## src/rtl/div_pkg.sv

```systemverilog
// Shared types and constants for the sequential restoring divider.
// DIVIDER_SIGNED_EN (see seq_restoring_divider) does not affect this file.
package div_pkg;

   typedef enum logic [1:0] {
      IDLE,
      CALC,
      DONE
   } div_state_t;

   function automatic int cnt_width(input int n);
      return (n < 2) ? 1 : $clog2(n);
   endfunction

   localparam logic [31:0] DIV0_QUOT = 32'hFFFF_FFFF;

endpackage

```

## src/rtl/carry_look_ahead_16bit.sv

```systemverilog
// N-bit carry-lookahead adder built from 4-bit lookahead groups.
// The divider uses it as a subtractor (b_in = ~D, c_in = 1).
module carry_look_ahead_16bit #(
   parameter int N = 16
) (
   input  logic [N-1:0] a_in,
   input  logic [N-1:0] b_in,
   input  logic         c_in,
   output logic [N-1:0] sum_out,
   output logic         c_out
);

   localparam int NG = N / 4;

   logic [N-1:0]  w_g;
   logic [N-1:0]  w_p;
   logic [N:0]    w_c;
   logic [NG-1:0] w_gg;
   logic [NG-1:0] w_gp;

   assign w_g = a_in & b_in;
   assign w_p = a_in ^ b_in;

   always_comb begin
      w_c    = '0;
      w_gg   = '0;
      w_gp   = '0;
      w_c[0] = c_in;
      for (int i = 0; i < NG; i++) begin
         w_gg[i] = w_g[4*i+3]
                 | (w_p[4*i+3] & w_g[4*i+2])
                 | (w_p[4*i+3] & w_p[4*i+2] & w_g[4*i+1])
                 | ((&w_p[4*i+3 -: 3]) & w_g[4*i]);
         w_gp[i] = &w_p[4*i+3 -: 4];
         w_c[4*i+1] = w_g[4*i]
                    | (w_p[4*i] & w_c[4*i]);
         w_c[4*i+2] = w_g[4*i+1]
                    | (w_p[4*i+1] & w_g[4*i])
                    | (w_p[4*i+1] & w_p[4*i] & w_c[4*i]);
         w_c[4*i+3] = w_g[4*i+2]
                    | (w_p[4*i+2] & w_g[4*i+1])
                    | (w_p[4*i+2] & w_p[4*i+1] & w_g[4*i])
                    | ((&w_p[4*i+2 -: 3]) & w_c[4*i]);
         // group carry skips the whole nibble
         w_c[4*i+4] = w_gg[i] | (w_gp[i] & w_c[4*i]);
      end
   end

   assign sum_out = w_p ^ w_c[N-1:0];
   assign c_out   = w_c[N];

endmodule

```

## src/rtl/seq_restoring_divider.sv

```systemverilog
// Radix-2 restoring divider, one trial subtraction per clock.
// Define DIVIDER_SIGNED_EN for two's-complement operands.
module seq_restoring_divider
   import div_pkg::*;
#(
   parameter int N = 16
) (
   input  logic         clk_in,
   input  logic         rst_in,
   input  logic         valid_in,
   output logic         ready_out,
   input  logic [N-1:0] dividend_in,
   input  logic [N-1:0] divisor_in,
   output logic         valid_out,
   input  logic         ready_in,
   output logic [N-1:0] quotient_out,
   output logic [N-1:0] remainder_out,
   output logic         div_by_zero_out
);

   localparam int            CW   = cnt_width(N);
   localparam logic [CW-1:0] LAST = CW'(N - 1);
   localparam logic [CW-1:0] INC  = CW'(1);
   localparam logic [N-1:0]  ONE  = {{(N-1){1'b0}}, 1'b1};

   div_state_t r_state;
   div_state_t w_state_nxt;

   logic [N-1:0]  r_q;
   logic [N-1:0]  r_r;
   logic [N-1:0]  r_d;
   logic [N-1:0]  r_quo;
   logic [N-1:0]  r_rem;
   logic          r_dbz;
   logic [CW-1:0] r_cnt;

   logic [N-1:0]  w_t_lo;
   logic [N-1:0]  w_diff;
   logic [N-1:0]  w_q_nxt;
   logic [N-1:0]  w_r_nxt;
   logic [N-1:0]  w_q_fin;
   logic [N-1:0]  w_r_fin;
   logic [N-1:0]  w_dvd_mag;
   logic [N-1:0]  w_dvs_mag;
   logic          w_cout;
   logic          w_ok;
   logic          w_accept;
   logic          w_last;
   logic          w_zero;

`ifdef DIVIDER_SIGNED_EN
   logic r_neg_q;
   logic r_neg_r;
`endif

   assign w_t_lo = {r_r[N-2:0], r_q[N-1]};

   carry_look_ahead_16bit #(
      .N (N)
   ) u_sub (
      .a_in    (w_t_lo),
      .b_in    (~r_d),
      .c_in    (1'b1),
      .sum_out (w_diff),
      .c_out   (w_cout)
   );

   // r_r[N-1] is T[N]: the shifted partial remainder already exceeds D
   assign w_ok    = r_r[N-1] | w_cout;
   assign w_r_nxt = w_ok ? w_diff : w_t_lo;
   assign w_q_nxt = {r_q[N-2:0], w_ok};
   assign w_last  = (r_cnt == LAST);
   assign w_zero  = (divisor_in == '0);

   always_comb begin
      w_dvd_mag = dividend_in;
      w_dvs_mag = divisor_in;
      w_q_fin   = w_q_nxt;
      w_r_fin   = w_r_nxt;
`ifdef DIVIDER_SIGNED_EN
      if (dividend_in[N-1]) w_dvd_mag = ~dividend_in + ONE;
      if (divisor_in[N-1])  w_dvs_mag = ~divisor_in + ONE;
      if (r_neg_q)          w_q_fin   = ~w_q_nxt + ONE;
      if (r_neg_r)          w_r_fin   = ~w_r_nxt + ONE;
`endif
   end

   always_ff @(posedge clk_in) begin
      if (rst_in) r_state <= IDLE;
      else        r_state <= w_state_nxt;
   end

   always_comb begin
      w_state_nxt = r_state;
      ready_out   = 1'b0;
      valid_out   = 1'b0;
      w_accept    = 1'b0;
      unique case (r_state)
         IDLE: begin
            ready_out = 1'b1;
            if (valid_in) begin
               w_accept    = 1'b1;
               w_state_nxt = w_zero ? DONE : CALC;
            end
         end
         CALC: begin
            if (w_last) w_state_nxt = DONE;
         end
         DONE: begin
            valid_out = 1'b1;
            if (ready_in) w_state_nxt = IDLE;
         end
         default: w_state_nxt = IDLE;
      endcase
   end

   always_ff @(posedge clk_in) begin
      if (rst_in) begin
         r_q   <= '0;
         r_r   <= '0;
         r_d   <= '0;
         r_cnt <= '0;
         r_quo <= '0;
         r_rem <= '0;
         r_dbz <= 1'b0;
`ifdef DIVIDER_SIGNED_EN
         r_neg_q <= 1'b0;
         r_neg_r <= 1'b0;
`endif
      end else if (w_accept) begin
         r_q   <= w_dvd_mag;
         r_d   <= w_dvs_mag;
         r_r   <= '0;
         r_cnt <= '0;
`ifdef DIVIDER_SIGNED_EN
         r_neg_q <= dividend_in[N-1] ^ divisor_in[N-1];
         r_neg_r <= dividend_in[N-1];
`endif
         if (w_zero) begin
            r_quo <= DIV0_QUOT[N-1:0];
            r_rem <= dividend_in;
            r_dbz <= 1'b1;
         end
      end else if (r_state == CALC) begin
         r_q   <= w_q_nxt;
         r_r   <= w_r_nxt;
         r_cnt <= r_cnt + INC;
         if (w_last) begin
            r_quo <= w_q_fin;
            r_rem <= w_r_fin;
            r_dbz <= 1'b0;
         end
      end
   end

   assign quotient_out    = r_quo;
   assign remainder_out   = r_rem;
   assign div_by_zero_out = r_dbz;

endmodule

```

## config.mk

```make
export PLATFORM = sky130hd
export DESIGN_NAME = seq_restoring_divider
export DESIGN_NICKNAME = d
export VERILOG_FILES = /design/src/rtl/div_pkg.sv /design/src/rtl/carry_look_ahead_16bit.sv /design/src/rtl/seq_restoring_divider.sv
export SDC_FILE = /design/constraint.sdc
export NUM_CORES = 1
export LEC_CHECK = 0
export CAP_MARGIN = 20
export CORE_ASPECT_RATIO = 2
export CORE_MARGIN = 4
export CORE_UTILIZATION = 48
export CTS_CLUSTER_DIAMETER = 80
export DETAILED_ROUTE_END_ITERATION = 16
export PLACE_DENSITY = 0.76
export SYNTH_ARGS = -nofsm -noshare
export SYNTH_HDL_FRONTEND = slang
export SYNTH_SLANG_ARGS = --single-unit
```

## constraint.sdc

```tcl
create_clock -name clk_in -period 2.7 [get_ports clk_in]
set_input_delay 0.675 -clock clk_in [delete_from_list [all_inputs] [get_ports clk_in]]
set_output_delay 0.675 -clock clk_in [all_outputs]
set_load 0.01 [all_outputs]
```

Yosys cells after proc, flatten, opt, wreduce, memory -nomap -nowiden
Index checks and enable logic that the tools add are counted.

Multiplexer cells: 24. Equal/unequal tests: 7. Bitwise gates (word level): 93. Reduce and logical (&&, ||, !) cells: 19. Add/subtract/negate cells: 1.

Operator list (number): 16-bit two-way mux (11); 1-bit bitwise AND (48); 1-bit OR (41); 16-bit XOR (2); 3-bit AND reduction (10); 16-bit bitwise AND (1); 16-bit logical NOT (1); 16-bit NOT (1); 4-bit AND reduction (4); 1-bit two-way mux (8); 2-bit two-way mux (4); 2-bit inequality test, second input constant (3); 2-bit one-hot mux with 3 select lines (1); 4-bit by 1-bit adder with 4-bit output, second input constant (1); 4-bit equality test, second input constant (1); 2-bit nonzero test (2); 2-bit by 1-bit equality test with 1-bit output, second input constant (1); 2-bit equality test, second input constant (1); 2-bit logical NOT (1); 2-bit by 1-bit inequality test with 1-bit output, second input constant (1); 2-bit OR reduction (1).

Register bits: 87. Output and inout bits: 35. Input port bits: 36.

Depth between registers and ports, before layout
Gate-level depths: netlist (run 1).

Depth in word-level cells: 18. Mapped depth: 11. Gate-level depth less buffers: 11.

Hierarchy
From an unflattened synthesis (run 1), not the netlist that was laid out.

Cell total of the unflattened synthesis: 495. Area total of the unflattened synthesis: 4356.7 sq um.

By module, submodules not included: seq_restoring_divider (seq. area each 1741.7 sq um, instances 1, area each 3653.5 sq um, cells an instance 406); carry_look_ahead_16bit (seq. area each 0.0 sq um, instances 1, area each 703.2 sq um, cells an instance 89).

Worst setup path before layout (run 1)
No wires, ideal clock.

Path kind: flip-flop to flip-flop. From: reg r_q[15]. To: reg r_rem[13], in the netlist remainder_out[13]. Cell stages (with the launch flop): 12. Required time: 2.575 ns. Clock period less this slack: 2.525 ns. Path buffers: 0. Path slack: 0.175 ns. Arrival: 2.400 ns. Cells stage by stage: dfxtp_1 > inv_1 > ha_1 > o21a_1 > o22a_1 > clkinv_2 > o21ai_0 > a21oi_1 > fa_1 > xnor2_1 > a211oi_1 > o21ai_0.

Word-level cells in the longest chain between the ends: 15. Elaborated cells between the ends (all ways): 20.

Ends and longest elaborated chain: from (decl) (RTL line seq_restoring_divider.sv:29) `logic [N-1:0] r_q;`; from (signal assigned) (RTL line seq_restoring_divider.sv:131) `r_q <= w_dvd_mag;`; from (signal assigned) (RTL line seq_restoring_divider.sv:145) `r_q <= w_q_nxt;`; 16-bit bitwise AND (RTL line carry_look_ahead_16bit.sv:21) `assign w_g = a_in & b_in;`; 1-bit bitwise AND (RTL line carry_look_ahead_16bit.sv:33) `| ((&w_p[4*i+3 -: 3]) & w_g[4*i]);`; 1-bit OR (RTL line carry_look_ahead_16bit.sv:33); 1-bit OR * (RTL line carry_look_ahead_16bit.sv:45) `w_c[4*i+4] = w_gg[i] | (w_gp[i] & w_c[4*i]);`; 1-bit bitwise AND * (RTL line carry_look_ahead_16bit.sv:45); 1-bit OR * (RTL line carry_look_ahead_16bit.sv:45); 1-bit bitwise AND * (RTL line carry_look_ahead_16bit.sv:45); 1-bit OR * (RTL line carry_look_ahead_16bit.sv:45); 1-bit bitwise AND (on tied branches) (RTL line carry_look_ahead_16bit.sv:36, carry_look_ahead_16bit.sv:45); 1-bit OR (on tied branches) (RTL line carry_look_ahead_16bit.sv:36, carry_look_ahead_16bit.sv:45); 16-bit XOR / 1-bit OR (equally long branches) (RTL line carry_look_ahead_16bit.sv:49, seq_restoring_divider.sv:69); 16-bit two-way mux * (RTL line seq_restoring_divider.sv:70) `assign w_r_nxt = w_ok ? w_diff : w_t_lo;`; 16-bit two-way mux * (RTL line seq_restoring_divider.sv:148) `if (w_last) begin`; 16-bit two-way mux * (RTL line seq_restoring_divider.sv:144) `end else if (r_state == CALC) begin`; 16-bit two-way mux * (RTL line seq_restoring_divider.sv:130) `end else if (w_accept) begin`; to (signal assigned) (RTL line seq_restoring_divider.sv:141) `r_rem <= dividend_in;`; to (signal assigned) (RTL line seq_restoring_divider.sv:150) `r_rem <= w_r_fin;`; to (decl) (RTL line seq_restoring_divider.sv:33) `logic [N-1:0] r_rem;`.

Every way passes the cells marked *; elsewhere a longest branch is shown, timed or not. The select of a mux whose other input is x is not followed. A chain may end at the register's enable or synchronous reset.

Worst setup path in the final report (run 1)
From: reg r_d[3]. To: reg r_rem[2], in the netlist remainder_out[2].

Word-level cells in the longest chain between the ends: 18. Elaborated cells between the ends (all ways): 24.

Ends and longest elaborated chain: from (decl) (RTL line seq_restoring_divider.sv:31) `logic [N-1:0] r_d;`; from (signal assigned) (RTL line seq_restoring_divider.sv:132) `r_d <= w_dvs_mag;`; 16-bit NOT * (RTL line seq_restoring_divider.sv:62) `.b_in (~r_d),`; 16-bit XOR (RTL line carry_look_ahead_16bit.sv:22) `assign w_p = a_in ^ b_in;`; 1-bit bitwise AND (on tied branches) (RTL line carry_look_ahead_16bit.sv:31, carry_look_ahead_16bit.sv:32); 1-bit OR / 1-bit bitwise AND (equally long branches) (RTL line carry_look_ahead_16bit.sv:31, carry_look_ahead_16bit.sv:32); 1-bit OR (RTL line carry_look_ahead_16bit.sv:32) `| (w_p[4*i+3] & w_p[4*i+2] & w_g[4*i+1])`; 1-bit OR (RTL line carry_look_ahead_16bit.sv:33); 1-bit OR * (RTL line carry_look_ahead_16bit.sv:45); 1-bit bitwise AND * (RTL line carry_look_ahead_16bit.sv:45); [... 2 more ...]; 1-bit OR * (RTL line carry_look_ahead_16bit.sv:45); 1-bit bitwise AND * (RTL line carry_look_ahead_16bit.sv:45); 1-bit OR * (RTL line carry_look_ahead_16bit.sv:45); 1-bit OR * (RTL line seq_restoring_divider.sv:69) `assign w_ok = r_r[N-1] | w_cout;`; 16-bit two-way mux * (RTL line seq_restoring_divider.sv:70); 16-bit two-way mux * (RTL line seq_restoring_divider.sv:148); 16-bit two-way mux * (RTL line seq_restoring_divider.sv:144); 16-bit two-way mux * (RTL line seq_restoring_divider.sv:130).

Marks and branches as above.

==> impl_metrics.ini, run 1 <==
[timing]
timing.final.crit_share_pct = 96.53
hold_viol = 0
setup_viol = 0
hold_ws_ns = 0.4540
drv_slew = 0
rsz0062_at_grt = true
clock_skew_ns = 0.005226
fmax_mhz = 383.7
fin_crit_ns = 2.606
worstMarginPinSlew_ns = 0.6236
max_slew_margin_pct = 58.27

[global_routing]
antenna_found_initial = 0
grt_pass1_vias = 4433
gr-total-overflow = 0
grt_pass1_wl_microns = 19980
grt_usage_pct = 24.28
grt_max_degree = 49

[synth]
synth_area_per_cell_sq_um = 7.950
ys_ff_latch = 87
synth-async-reset-ratio_pct = 0
syn-num-nets = 608
netlist_area_sq_mm = 0.004380
synth-seq-area-share_pct = 39.76
synth_cell_type_count = 53
yosysWarnings = 0
synth_edf_count = 0
ys.flop_type = dfxtp_1
synth_cells = 551

[worst_setup_path]
worstPathCellList = inv_1 > ha_1 > or3_1 > o22a_1 > clkinv_2 > buf_4 > nor3_2 > o31ai_4 > o21ai_2 > buf_4 > a211oi_1 > o21ai_0
crit_path_max_incr_delay_ns = 0.37
regToRegEndpoint = remainder_out[2]
r2r_start = r_d[3]
path_common_cell = buf_4
ff2ff_path_depth = 12
crit_fanout = 11
startpoint_type = register
r2r_slack_ns = 0.09
cp.required_ns = 2.92
crit_type = reg2reg
cp_data_arrival_time_ns = 2.82
cp_slowest_cell = or3_1
end_kind = register

[worst_hold_path]
holdCritPathClass = reg2reg
min_from = r_d[9]
min_to = r_d[9]
min_delay_path_depth = 2

[power_and_ir_drop]
power_density_mw_per_mm2 = 645.9
p_leak_uw = 0.002149
power_uw = 3683
vdd_drop_max_uv = 369.9

[final_layout]
antennaDiodeCount = 0
layout_common_cells = 87 x dfxtp_1, 72 x nand2_1, 69 x clkdlybuf4s50_1
final_nets = 693
stdcell_area_sq_mm = 0.005703
syn2layout_area_growth_pct = 30.19
drive_gt1_share_pct = 11.39
final_common_cell = dfxtp_1

[detailed_routing]
viasPerCell = 5.915
vias = 4395
wl_per_cell_microns = 16.92
antenna_left = 0
wirelength_microns = 12570
drc = 0
first_pass_iters = 5
drt_iter0_markers = 303

[cts]
clk_latency_ns = 0.34
hold_buffers = 0
root_buffer = clkbuf_16
cts_tree = yes
clockBufferDepth = 2
htreeDepth = 3
path_clk_slew_ns = 0.06
numCtsBuffers = 9
cts_sinks = 87

[die]
dieArea_sq_mm = 0.01081
dieWidth_microns = 75.55
chipHeight_microns = 143.1
start_util_pct = 48.94
io_pins = 71
core_sq_mm = 0.008951
rows = 49

[status]
status = complete, no violations

[place]
placed_area_sq_mm = 0.005356
io_buffer_count = 70
hpwl_microns = 9601
gp_congestion = 0.9692

[job]
max_cap_viol_count = 0
-- where the power goes --
part | total (uW) | switching [uW] | internal [uW]
registers | 1380 | 41.9 | 1340
clock network | 1170 | 519 | 653
logic | 1130 | 645 | 488
total | 3680 | 1210 | 2480
-- how the worst max path moves through the flow --
stage,startpoint,endpoint,slack [ns]
finish,r_d[3],remainder_out[2],0.09
global placement,divisor_in[2],remainder_out[12],-0.17
CTS,divisor_in[2],remainder_out[12],0.03
global route,r_d[3],remainder_out[3],-0.01
detailed placement,divisor_in[2],remainder_out[12],-0.32
floorplan,r_q[15],remainder_out[13],0.18
-- flip-flops by register name, summed over array words and instances, names as in the netlist --
name and count:
div_by_zero_out 1, quotient_out 16, r_cnt 4, r_d 16, r_q 16, r_r 16
r_state 2, remainder_out 16
-- timing repair --
item	4_1_cts	5_1_grt
gates resized for setup	0	8
setup endpoints to repair	0	13
setup buffers	0	4
-- cell families after synthesis --
| kind of cell | after synthesis | synth area share (%) |
|---|---|---|
| adders and majority gates | 21 | 6.513 |
| AOI/OAI and AO/OA | 181 | 26.79 |
| muxes | 2 | 0.4570 |
| and+or+nand+nor | 183 | 18.11 |
| buffers and inverters | 64 | 5.769 |
| DFF | 87 | 39.76 |
| xor gates and xnor gates | 13 | 2.599 |
-- synth_stat cells, types with 4 or more instances --
cell type | number | area share, %
a211oi_1 | 29 | 5.0
a211oi_2 | 4 | 1.1
a21oi_1 | 62 | 7.1
a22oi_1 | 15 | 2.6
clkbuf_1 | 27 | 2.3
dfxtp_1 | 87 | 40
ha_1 | 18 | 5.1
inv_1 | 31 | 2.7
nand2_1 | 72 | 6.2
nand3_1 | 9 | 1.0
nand4_1 | 5 | 0.71
nor2_1 | 58 | 5.0
nor2b_1 | 4 | 0.57
nor3_1 | 16 | 1.8
nor4_1 | 5 | 0.71
o211ai_1 | 12 | 2.1
o21a_1 | 4 | 0.69
o21ai_0 | 28 | 3.2
o21ai_1 | 4 | 0.46
xnor2_1 | 9 | 1.8
xor2_1 | 4 | 0.80
-- metrics by stage --
stage / setup TNS (ns) / setup slack, ns / util [%] / cells
final: 0 / 0.09363 / 63.71 / 743
after detailed placement: -4.920 / -0.3240 / 59.84 / 723
after CTS: 0 / 0.02719 / 63.00 / 739
after global routing: -0.03715 / -0.01479 / 63.71 / 743
after global placement: -2.147 / -0.1654 / 59.84 / 723
after floorplan: 0 / 0.1754 / - / 551
-- per-layer routing --
metal / global-route usage (%) / part of all wire (%)
met4: 17.05 / 5.4
met2: 44.46 / 55
met1: 23.13 / 34
met5: 0 / 0
met3: 3.876 / 5.6
-- cell type report --
class | count | area (sq um)
multi-input combinational | 400 | 2426
sequential | 87 | 1742
tap | 102 | 127.6
timing repair buffer | 106 | 1003
fill | 777 | 3248
clock inverter | 6 | 43.79
clock buffer | 10 | 239.0
inverter | 32 | 121.4
-- critical path: cells and delay by family (launching register included) --
kind            cells  cell delay, ns
compound gates      5            1.12
fa+ha+maj           1            0.19
buf+inv             4            0.43
flops               1            0.33
simple gates        2            0.43
(Power assumes the default switching activity.)
==> run 2: changes to the inputs <==
Settings changed: CAP_MARGIN 20 to 5.
==> results of run 2 <==
Same layout as run 1: the final DEF is identical, and so are final timing and power.
